[config.mk]
export PLATFORM = sky130hd
export DESIGN_NAME = pwr_cntr_ctrl
export DESIGN_NICKNAME = d
export VERILOG_FILES = /design/src/rtl/pwr_cntr_ctrl.sv
export SDC_FILE = /design/constraint.sdc
export NUM_CORES = 1
export LEC_CHECK = 0
export BUFFER_PORTS_ARGS = -buffer_cell sky130_fd_sc_hd__buf_2
export CORE_MARGIN = 2
export CORE_UTILIZATION = 40
export CTS_BUF_LIST = sky130_fd_sc_hd__clkbuf_16
export DETAILED_ROUTE_END_ITERATION = 12
export GPL_TIMING_DRIVEN = 0
export PLACE_DENSITY = 0.67
export SETUP_SLACK_MARGIN = 0.02
export SKIP_LAST_GASP = 1
export SLEW_MARGIN = 10
export SYNTH_ARGS = -nofsm -noshare
export SYNTH_HDL_FRONTEND = slang
export SYNTH_SLANG_ARGS = --single-unit
[constraint.sdc]
create_clock -name CLK -period 5.3 [get_ports CLK]
set_clock_uncertainty 0.2 [all_clocks]
set_input_delay 0.795 -clock CLK [delete_from_list [all_inputs] [get_ports CLK]]
set_output_delay 0.795 -clock CLK [all_outputs]
set_load 0.1 [all_outputs]
[src/rtl/pwr_cntr_ctrl.sv]
// Round-robin sequencer for the shared power-counter memory: clears counters after
// reset, runs read-modify-write increments per cell event, and streams counters on dump.
// Build option: PWR_CNTR_CLR_ON_DUMP_EN makes each dump read-and-clear.

// state    | meaning
// ---------+-----------------------------------------------------------
// INIT     | write zero to counter idx, idx 0..NCNT-1
// IDLE     | arbitrate: dump first, else round-robin over pending events
// RD       | read counter g
// WR       | write back counter g + 1 (saturating), retire pending[g]
// DUMP_RD  | read counter k
// DUMP_OUT | present counter k on the dump port
module pwr_cntr_ctrl #(
    parameter int NCNT = 5,
    parameter int AW   = 3,
    parameter int DW   = 32
) (
    input  logic            CLK,
    input  logic            RESET,
    input  logic [NCNT-1:0] REQ,
    output logic [AW-1:0]   MEM_ADDR,
    output logic            MEM_LE,
    output logic [DW-1:0]   MEM_WDATA,
    input  logic [DW-1:0]   MEM_RDATA,
    input  logic            DUMP_REQ,
    output logic            DUMP_VALID,
    output logic [AW-1:0]   DUMP_ADDR,
    output logic [DW-1:0]   DUMP_DATA,
    output logic            BUSY,
    output logic [NCNT-1:0] OVF
);

    typedef enum logic [2:0] {
        S_INIT,
        S_IDLE,
        S_RD,
        S_WR,
        S_DUMP_RD,
        S_DUMP_OUT
    } state_t;

    state_t          state, state_nxt;
    logic [AW-1:0]   idx, idx_nxt;
    logic [AW-1:0]   g, g_nxt;
    logic [AW-1:0]   rr_ptr, rr_nxt;
    logic [NCNT-1:0] pending, pending_nxt;
    logic [NCNT-1:0] ovf, ovf_nxt;
    logic            dump_pend, dump_pend_nxt;
    logic            dump_clr;

    logic [NCNT-1:0] clr_vec;
    logic [NCNT-1:0] req_eff;
    logic [AW:0]     cand;
    logic            grant_found;
    logic [AW-1:0]   grant_idx;

    logic            mem_le;
    logic [AW-1:0]   mem_addr;
    logic [DW-1:0]   mem_wdata;
    logic            dump_valid;
    logic [AW-1:0]   dump_addr;
    logic [DW-1:0]   dump_data;
    logic            busy;

    always_ff @(posedge CLK) begin
        if (RESET) begin
            state     <= S_INIT;
            idx       <= '0;
            g         <= '0;
            rr_ptr    <= AW'(NCNT - 1);
            pending   <= '0;
            ovf       <= '0;
            dump_pend <= 1'b0;
        end else begin
            state     <= state_nxt;
            idx       <= idx_nxt;
            g         <= g_nxt;
            rr_ptr    <= rr_nxt;
            pending   <= pending_nxt;
            ovf       <= ovf_nxt;
            dump_pend <= dump_pend_nxt;
        end
    end

    // Event capture runs in every state; a retiring bit may be re-armed without loss.
    always_comb begin
        clr_vec = '0;
        for (int i = 0; i < NCNT; i++) begin
            clr_vec[i] = (state == S_WR) && (g == AW'(i));
        end
        pending_nxt   = (pending & ~clr_vec) | REQ;
        ovf_nxt       = ovf | (REQ & pending & ~clr_vec);
        dump_pend_nxt = (dump_pend & ~dump_clr) | DUMP_REQ;
    end

    // Same-cycle events are visible to IDLE so an idle controller writes on the 3rd edge.
    always_comb begin
        req_eff     = pending | REQ;
        grant_found = 1'b0;
        grant_idx   = '0;
        cand        = '0;
        for (int o = 1; o <= NCNT; o++) begin
            cand = {1'b0, rr_ptr} + (AW + 1)'(o);
            if (cand >= (AW + 1)'(NCNT)) begin
                cand = cand - (AW + 1)'(NCNT);
            end
            if (!grant_found && req_eff[cand[AW-1:0]]) begin
                grant_found = 1'b1;
                grant_idx   = cand[AW-1:0];
            end
        end
    end

    always_comb begin
        state_nxt  = state;
        idx_nxt    = idx;
        g_nxt      = g;
        rr_nxt     = rr_ptr;
        dump_clr   = 1'b0;
        mem_le     = 1'b1;
        mem_addr   = '0;
        mem_wdata  = '0;
        dump_valid = 1'b0;
        dump_addr  = '0;
        dump_data  = '0;
        busy       = 1'b1;

        case (state)
            S_INIT: begin
                mem_le   = 1'b0;
                mem_addr = idx;
                if (idx == AW'(NCNT - 1)) begin
                    idx_nxt   = '0;
                    state_nxt = S_IDLE;
                end else begin
                    idx_nxt = idx + AW'(1);
                end
            end
            S_IDLE: begin
                busy = 1'b0;
                if (dump_pend) begin
                    dump_clr  = 1'b1;
                    idx_nxt   = '0;
                    state_nxt = S_DUMP_RD;
                end else if (grant_found) begin
                    g_nxt     = grant_idx;
                    rr_nxt    = grant_idx;
                    state_nxt = S_RD;
                end
            end
            S_RD: begin
                mem_addr  = g;
                state_nxt = S_WR;
            end
            S_WR: begin
                mem_addr  = g;
                mem_le    = 1'b0;
                mem_wdata = (&MEM_RDATA) ? MEM_RDATA : MEM_RDATA + DW'(1);
                state_nxt = S_IDLE;
            end
            S_DUMP_RD: begin
                mem_addr  = idx;
                state_nxt = S_DUMP_OUT;
            end
            S_DUMP_OUT: begin
                dump_valid = 1'b1;
                dump_addr  = idx;
                dump_data  = MEM_RDATA;
`ifdef PWR_CNTR_CLR_ON_DUMP_EN
                mem_le     = 1'b0;
                mem_addr   = idx;
`endif
                if (idx == AW'(NCNT - 1)) begin
                    idx_nxt   = '0;
                    state_nxt = S_IDLE;
                end else begin
                    idx_nxt   = idx + AW'(1);
                    state_nxt = S_DUMP_RD;
                end
            end
            default: begin
                state_nxt = S_INIT;
                idx_nxt   = '0;
            end
        endcase

        // Outputs are forced to their quiet values for as long as reset is held.
        if (RESET) begin
            mem_le     = 1'b1;
            mem_addr   = '0;
            mem_wdata  = '0;
            dump_valid = 1'b0;
            dump_addr  = '0;
            dump_data  = '0;
            busy       = 1'b1;
        end
    end

    assign MEM_LE     = mem_le;
    assign MEM_ADDR   = mem_addr;
    assign MEM_WDATA  = mem_wdata;
    assign DUMP_VALID = dump_valid;
    assign DUMP_ADDR  = dump_addr;
    assign DUMP_DATA  = dump_data;
    assign BUSY       = busy;
    assign OVF        = RESET ? '0 : ovf;

endmodule

==> flow_summary_export.csv, run 1 <==
group,metric,value,unit
synth,yosys_warnings,0,
power_and_ir_drop,p_per_area,366,nW/um^2
synth,async_flop_share,0,
cells_and_area,fin_nets,620,
worst_hold_path,holdPathEnd,"ovf[4]",
power_and_ir_drop,power_frac_comb,0.726,
route,vias,3680,
synth,ys_types,74,
power_and_ir_drop,power_leakage,1.71,nW
worst_setup_path,r2r-end,"g[1]",
clock_network,numCtsBuffers,3,
route,ant_nets,0,
timing,rsz0062_at_grt,"false",
timing,final_max_slew_viol_count,0,
clock_network,cts_resized,0,
synth,yosysSeqAreaShare,0.137,
clock_network,clkTransAtPathRegs,0.06,ns
synth,syn_nets,501,
clock_network,cts_tree,"done",
timing,slew_headroom,0.431,
worst_setup_path,required,4.30,ns
die,core_area,7370,um^2
die,die_w,91.7,um
clock_network,cts_hold_buf,0,
route,remaining_drc_errors,0,
grt,grt_max_degree,13,
die,fp-row-count,31,
synth,synth_cells,446,
synth,yosysTopAreaCellShare,0.137,
timing,tns,0,ns
route,viasPerCell,5.55,
power_and_ir_drop,clock_power_share,0.116,
synth,yosysTopAreaCell,"dfxtp_1",
synth,synth_flop_cell,"dfxtp_1",
grt,grt_usage,0.234,
synth,synth-edff-count,0,
cells_and_area,drive_gt1_frac,0.254,
power_and_ir_drop,sequentialPowerShare,0.158,
flow_run,cap_violations,0,
clock_network,post-cts-setup-buffer-count,0,
worst_setup_path,crit_type,"in2out",
timing,hold-worst-slack,0.262,ns
grt,grt_pass1_vias,3439,
die,dieArea,8410,um^2
clock_network,clock_sinks,21,
clock_network,clk_latency,0.26,ns
worst_setup_path,cp-start-kind,"input port",
synth,ys_top_cells_by_area,"dfxtp_1 (14%), nor2_1 (10%), and2_1 (6.9%)",
clock_network,cts_root_buf,"clkbuf_16",
worst_setup_path,arrival,3.72,ns
route,drt-pass1-iter-count,5,
die,pin_count,118,
power_and_ir_drop,p_int,0.000652,W
synth,syn-cell-area,3080,um^2
worst_setup_path,r2r_cells,12,
cells_and_area,diodes,0,
placed_design,gp_congestion,0.904,
timing,finalSetupViolations,0,
status,outcome,"finished clean",
timing,hold_viol_final,0,
power_and_ir_drop,ir_drop,0.000299,V
clock_network,cts.path.max_buffers,2,
route,drt_iter0_drc,272,
timing,finalCriticalPeriod,4.72,ns
worst_setup_path,cp_max_fo,7,
timing,post-route-period-util,0.890,
die,start_util,0.417,
worst_hold_path,hold_class,"reg2reg",
grt,globalRouteOverflowTotal,0,
cells_and_area,final_util,0.523,
worst_setup_path,r2r_slack,1.30,ns
worst_setup_path,regToRegStartpoint,"g[1]",
timing,worstMarginPinSlew,0.842,ns
worst_hold_path,whs_path_depth,2,
route,wl,10100,um
grt,grt_antenna_before_repair,0,
placed_design,dp_hpwl,8050,um
power_and_ir_drop,power,0.00141,W
placed_design,io_buffers,114,
timing,fmax,0.212,GHz
die,dieHeight,91.7,um
power_and_ir_drop,p_switching,0.000758,W
synth,ys_seq_elements,21,
grt,grt_pass1_wl,16600,um
worst_hold_path,hold_start,"ovf[4]",
cells_and_area,areaGrowthSynthToFinish,25.2,%
worst_setup_path,end_kind,"output pin",
power_and_ir_drop,switching_share,0.538,
synth,syn_avg_cell_area,6.90,um^2
route,wl_per_cell,15.3,um
clock_network,h-tree-depth,1,
cells in the final DEF, fill, tap and decap left out, types with 12 or more instances in the layout:
master	count
inv_1	13
xor2_1	18
ha_1	14
a21oi_1	28
o21ai_0	13
xnor2_1	12
and2_1	34
dfxtp_1	21
nor3_1	13
nand2_1	24
nor2_1	84
nand4_1	12
buf_2	117
clkbuf_1	19
cells by family (layout without fill, tap and decap cells):
family | after synthesis | in the layout | share of synthesized area
buffers and inverters | 38 | 156 | 0.0500
adders and majority gates | 15 | 15 | 0.0634
muxes | 2 | 2 | 0.00691
AOI/OAI and AO/OA | 101 | 101 | 0.242
xor gates and xnor gates | 30 | 30 | 0.0854
and+or+nand+nor | 239 | 239 | 0.416
DFF | 21 | 21 | 0.137
layout make-up:
cell class	count	area [um^2]
fill	752	3520
multi-input combinational	387	2500
timing repair buffer	114	571
sequential	21	420
tap	99	124
buffer	24	101
clock buffer	3	75.1
inverter	14	52.6
clock inverter	1	5.00
synthesized netlist by cell type, types with 3 or more instances:
cell type	instances
nor3_1	13
xor2_1	18
o21ai_0	13
inv_1	13
a2111o_1	3
a31oi_1	6
a22oi_1	3
a211o_1	3
nor2b_1	10
ha_1	14
a211oi_1	4
and2_1	34
xnor2_1	12
clkbuf_1	19
and3_1	7
or2_2	4
o21bai_1	3
buf_2	3
nor3b_1	3
a21oi_1	28
a21boi_0	5
nand3_1	11
dfxtp_1	21
nand4_1	12
nor4_1	8
or3_1	7
nand2_1	24
o31a_1	3
nor2_1	84
and4_1	4
per-stage QoR:
stage               instances  worst slack, ns  instance area (um^2)
global route              663            0.316                  3850
CTS                       663            0.630                  3850
detailed placement        659            0.636                  3770
global placement          659            0.656                  3770
finish                    663            0.582                  3850
floorplan                 446            0.175                  3080
flip-flops by register name (all words and copies together) (netlist names):
signal and cells:
ovf 5, pending 5, g 3, idx 3, state 3, dump_pend 1
rr_ptr 1
worst max-delay path: stages:
cell and delay, ns:
buf_2 0.13, ha_1 0.20, and3_1 0.22, nand4_1 0.16
nor4_2 0.11, nor4b_1 0.76, and2_1 0.23, clkbuf_1 0.26
nand4_1 0.15, xor2_1 0.17, nor2_1 0.09, buf_2 0.44
layer usage:
layer  share of wire  up-vias  track usage
met5               0        -            0
met1            0.44     1711        0.319
met4           0.014        0       0.0535
li1                -     1833            -
met2            0.49      121        0.392
met3           0.054       15       0.0296
power by group through the flow:
| stage | Clock, W | Sequential [W] | Combinational, W |
|---|---|---|---|
| floorplan | 0 | 0.000213 | 0.000815 |
| global placement | 0 | 0.000225 | 0.000994 |
| detailed placement | 0 | 0.000225 | 0.00100 |
| CTS | 0.000167 | 0.000222 | 0.00101 |
| global route | 0.000172 | 0.000227 | 0.00112 |
| finish | 0.000163 | 0.000223 | 0.00102 |
how the worst max path moves through the flow:
stage	startpoint	to	slack, ns	cells past startpoint
final	MEM_RDATA[0]	MEM_WDATA[21]	0.58	12
after global routing	MEM_RDATA[0]	MEM_WDATA[21]	0.32	12
after CTS	MEM_RDATA[0]	MEM_WDATA[21]	0.63	12
after detailed placement	MEM_RDATA[0]	MEM_WDATA[21]	0.64	12
after global placement	MEM_RDATA[0]	MEM_WDATA[23]	0.66	12
after floorplan	RESET	DUMP_DATA[17]	0.18	3
Note: power is estimated with default switching activity, not from simulation.
==> inputs of run 2 (changes only) <==
Settings changed: CORE_UTILIZATION 40 to 45, PLACE_DENSITY 0.67 to 0.74.
==> flow_summary_export.csv, run 2 (synthesized netlist as in run 1, its figures left out) <==
group,metric,value,unit
clock_network,clk_latency,0.26,ns
timing,slew_headroom,0.457,
placed_design,pre_cts_ws,0.693,ns
die,dieHeight,86.7,um
route,wl_per_cell,15.2,um
route,viasPerCell,5.68,
cells_and_area,nFillCells,647,
clock_network,post-cts-setup-buffer-count,0,
worst_setup_path,r2r_cells,12,
worst_hold_path,holdPathEnd,"ovf[3]",
cells_and_area,fin_nets,620,
timing,hold_viol_final,0,
grt,globalRouteOverflowTotal,0,
worst_setup_path,path_buf_inv,3,
worst_setup_path,regToRegStartpoint,"g[1]",
cells_and_area,seq_area,420,um^2
worst_setup_path,end_kind,"output pin",
die,core_area,6720,um^2
die,fp-row-count,30,
grt,grt_usage,0.248,
cells_and_area,areaGrowthSynthToFinish,24.5,%
placed_design,io_buffers,114,
die,pin_count,118,
route,drt-pass1-iter-count,5,
flow_run,cap_violations,0,
timing,fmax,0.217,GHz
grt,grt_antenna_before_repair,0,
cells_and_area,multi_input_area,2500,um^2
worst_setup_path,cpMaxStageDelayCell,"nor4b_1",
grt,grt_pass1_wl,15300,um
clock_network,clock_sinks,21,
timing,worstMarginPinSlew,0.803,ns
timing,post-route-period-util,0.869,
clock_network,cts.path.max_buffers,2,
cells_and_area,largest_registers,"ovf (5), pending (5)",
power_and_ir_drop,ir_drop,0.000320,V
placed_design,gp_congestion,0.921,
power_and_ir_drop,power_leakage,1.71,nW
route,wl,9780,um
route,drt_iter0_drc,218,
worst_setup_path,crit_type,"in2out",
clock_network,cts_hold_buf,0,
timing,hold-worst-slack,0.257,ns
worst_setup_path,cp_max_fo,7,
worst_setup_path,crit_family,"simple AND/OR/NAND/NOR gates",
worst_hold_path,whs_path_depth,2,
grt,grt_max_degree,14,
worst_setup_path,cp-start-kind,"input port",
timing,tns,0,ns
timing,final_max_slew_viol_count,0,
worst_hold_path,hold_class,"reg2reg",
die,dieArea,7510,um^2
power_and_ir_drop,p_per_area,368,nW/um^2
clock_network,h-tree-depth,1,
worst_setup_path,cp_cell_sequence,"buf_2 -> ha_1 -> and3_1 -> nand4_1 -> nor4_2 -> nor4b_1 -> and2_1 -> clkbuf_1 -> nand4_1 -> xor2_1 -> nor2_1 -> buf_2",
status,outcome,"finished clean",
clock_network,cts_resized,0,
worst_setup_path,arrival,3.61,ns
die,die_w,86.7,um
clock_network,cts_root_buf,"clkbuf_16",
timing,layout_setup_ws,0.693,ns
cells_and_area,drive_gt1_frac,0.254,
worst_hold_path,hold_start,"ovf[3]",
worst_setup_path,r2r-end,"g[0]",
route,remaining_drc_errors,0,
cells_and_area,layout_common_cells,"buf_2 (117), nor2_1 (84), and2_1 (34)",
clock_network,clkTransAtPathRegs,0.06,ns
timing,finalCriticalPeriod,4.61,ns
cells_and_area,final_common_cell,"buf_2",
timing,finalSetupViolations,0,
worst_setup_path,slowest_delay,0.73,ns
route,vias,3661,
route,ant_nets,0,
clock_network,numCtsBuffers,3,
worst_setup_path,r2r_slack,1.43,ns
placed_design,dp_hpwl,7680,um
cells_and_area,diodes,0,
timing,rsz0062_at_grt,"false",
grt,grt_pass1_vias,3212,
clock_network,cts_tree,"done",
die,start_util,0.458,
worst_setup_path,required,4.30,ns
-- run 2: routing by layer --
layer,part of all wire,track usage
met1,0.45,0.340
met2,0.49,0.422
met5,0,0
met4,0.018,0.0582
met3,0.042,0.0181
-- run 2: area by class of cell --
cell class | instances | area share
flip-flops and latches | 21 | 0.110
clock inverters | 1 | 0.00196
plain buffers | 24 | 0.0265
inverters | 14 | 0.0137
well taps | 80 | 0.0261
clock buffers | 3 | 0.0196
multi-input cells | 387 | 0.653
repair buffers | 114 | 0.149
-- run 2: where the power goes --
part | switching, W | internal (W) | total (W) | leakage, nW
combinational | 0.000656 | 0.000365 | 0.00102 | 1.50
sequential | 0.0000387 | 0.000185 | 0.000224 | 0.173
clock | 0.0000623 | 0.000102 | 0.000165 | 0.0371
total | 0.000757 | 0.000652 | 0.00141 | 1.71
-- run 2: metrics by stage --
stage / utilization / cells / cell area, um^2 / power [W]
floorplan: - / 446 / 3080 / 0.00103
global placement: 0.558 / 640 / 3750 / 0.00122
detailed placement: 0.558 / 640 / 3750 / 0.00123
CTS: 0.570 / 644 / 3830 / 0.00139
global route: 0.570 / 644 / 3830 / 0.00151
finish: 0.570 / 644 / 3830 / 0.00141
-- run 2: tightest hold or removal path, stage by stage, from the launching register on --
cell	delay (ns)
dfxtp_1	0.32
a21oi_1	0.04
nor2_1	0.07
-- run 2: worst max-delay path by stage --
stage | startpoint | to | depth (start not counted)
finish | MEM_RDATA[0] | MEM_WDATA[21] | 12
CTS | MEM_RDATA[0] | MEM_WDATA[21] | 12
global placement | MEM_RDATA[0] | MEM_WDATA[23] | 12
detailed placement | MEM_RDATA[0] | MEM_WDATA[13] | 12
global route | MEM_RDATA[0] | MEM_WDATA[17] | 12
floorplan | RESET | DUMP_DATA[17] | 3
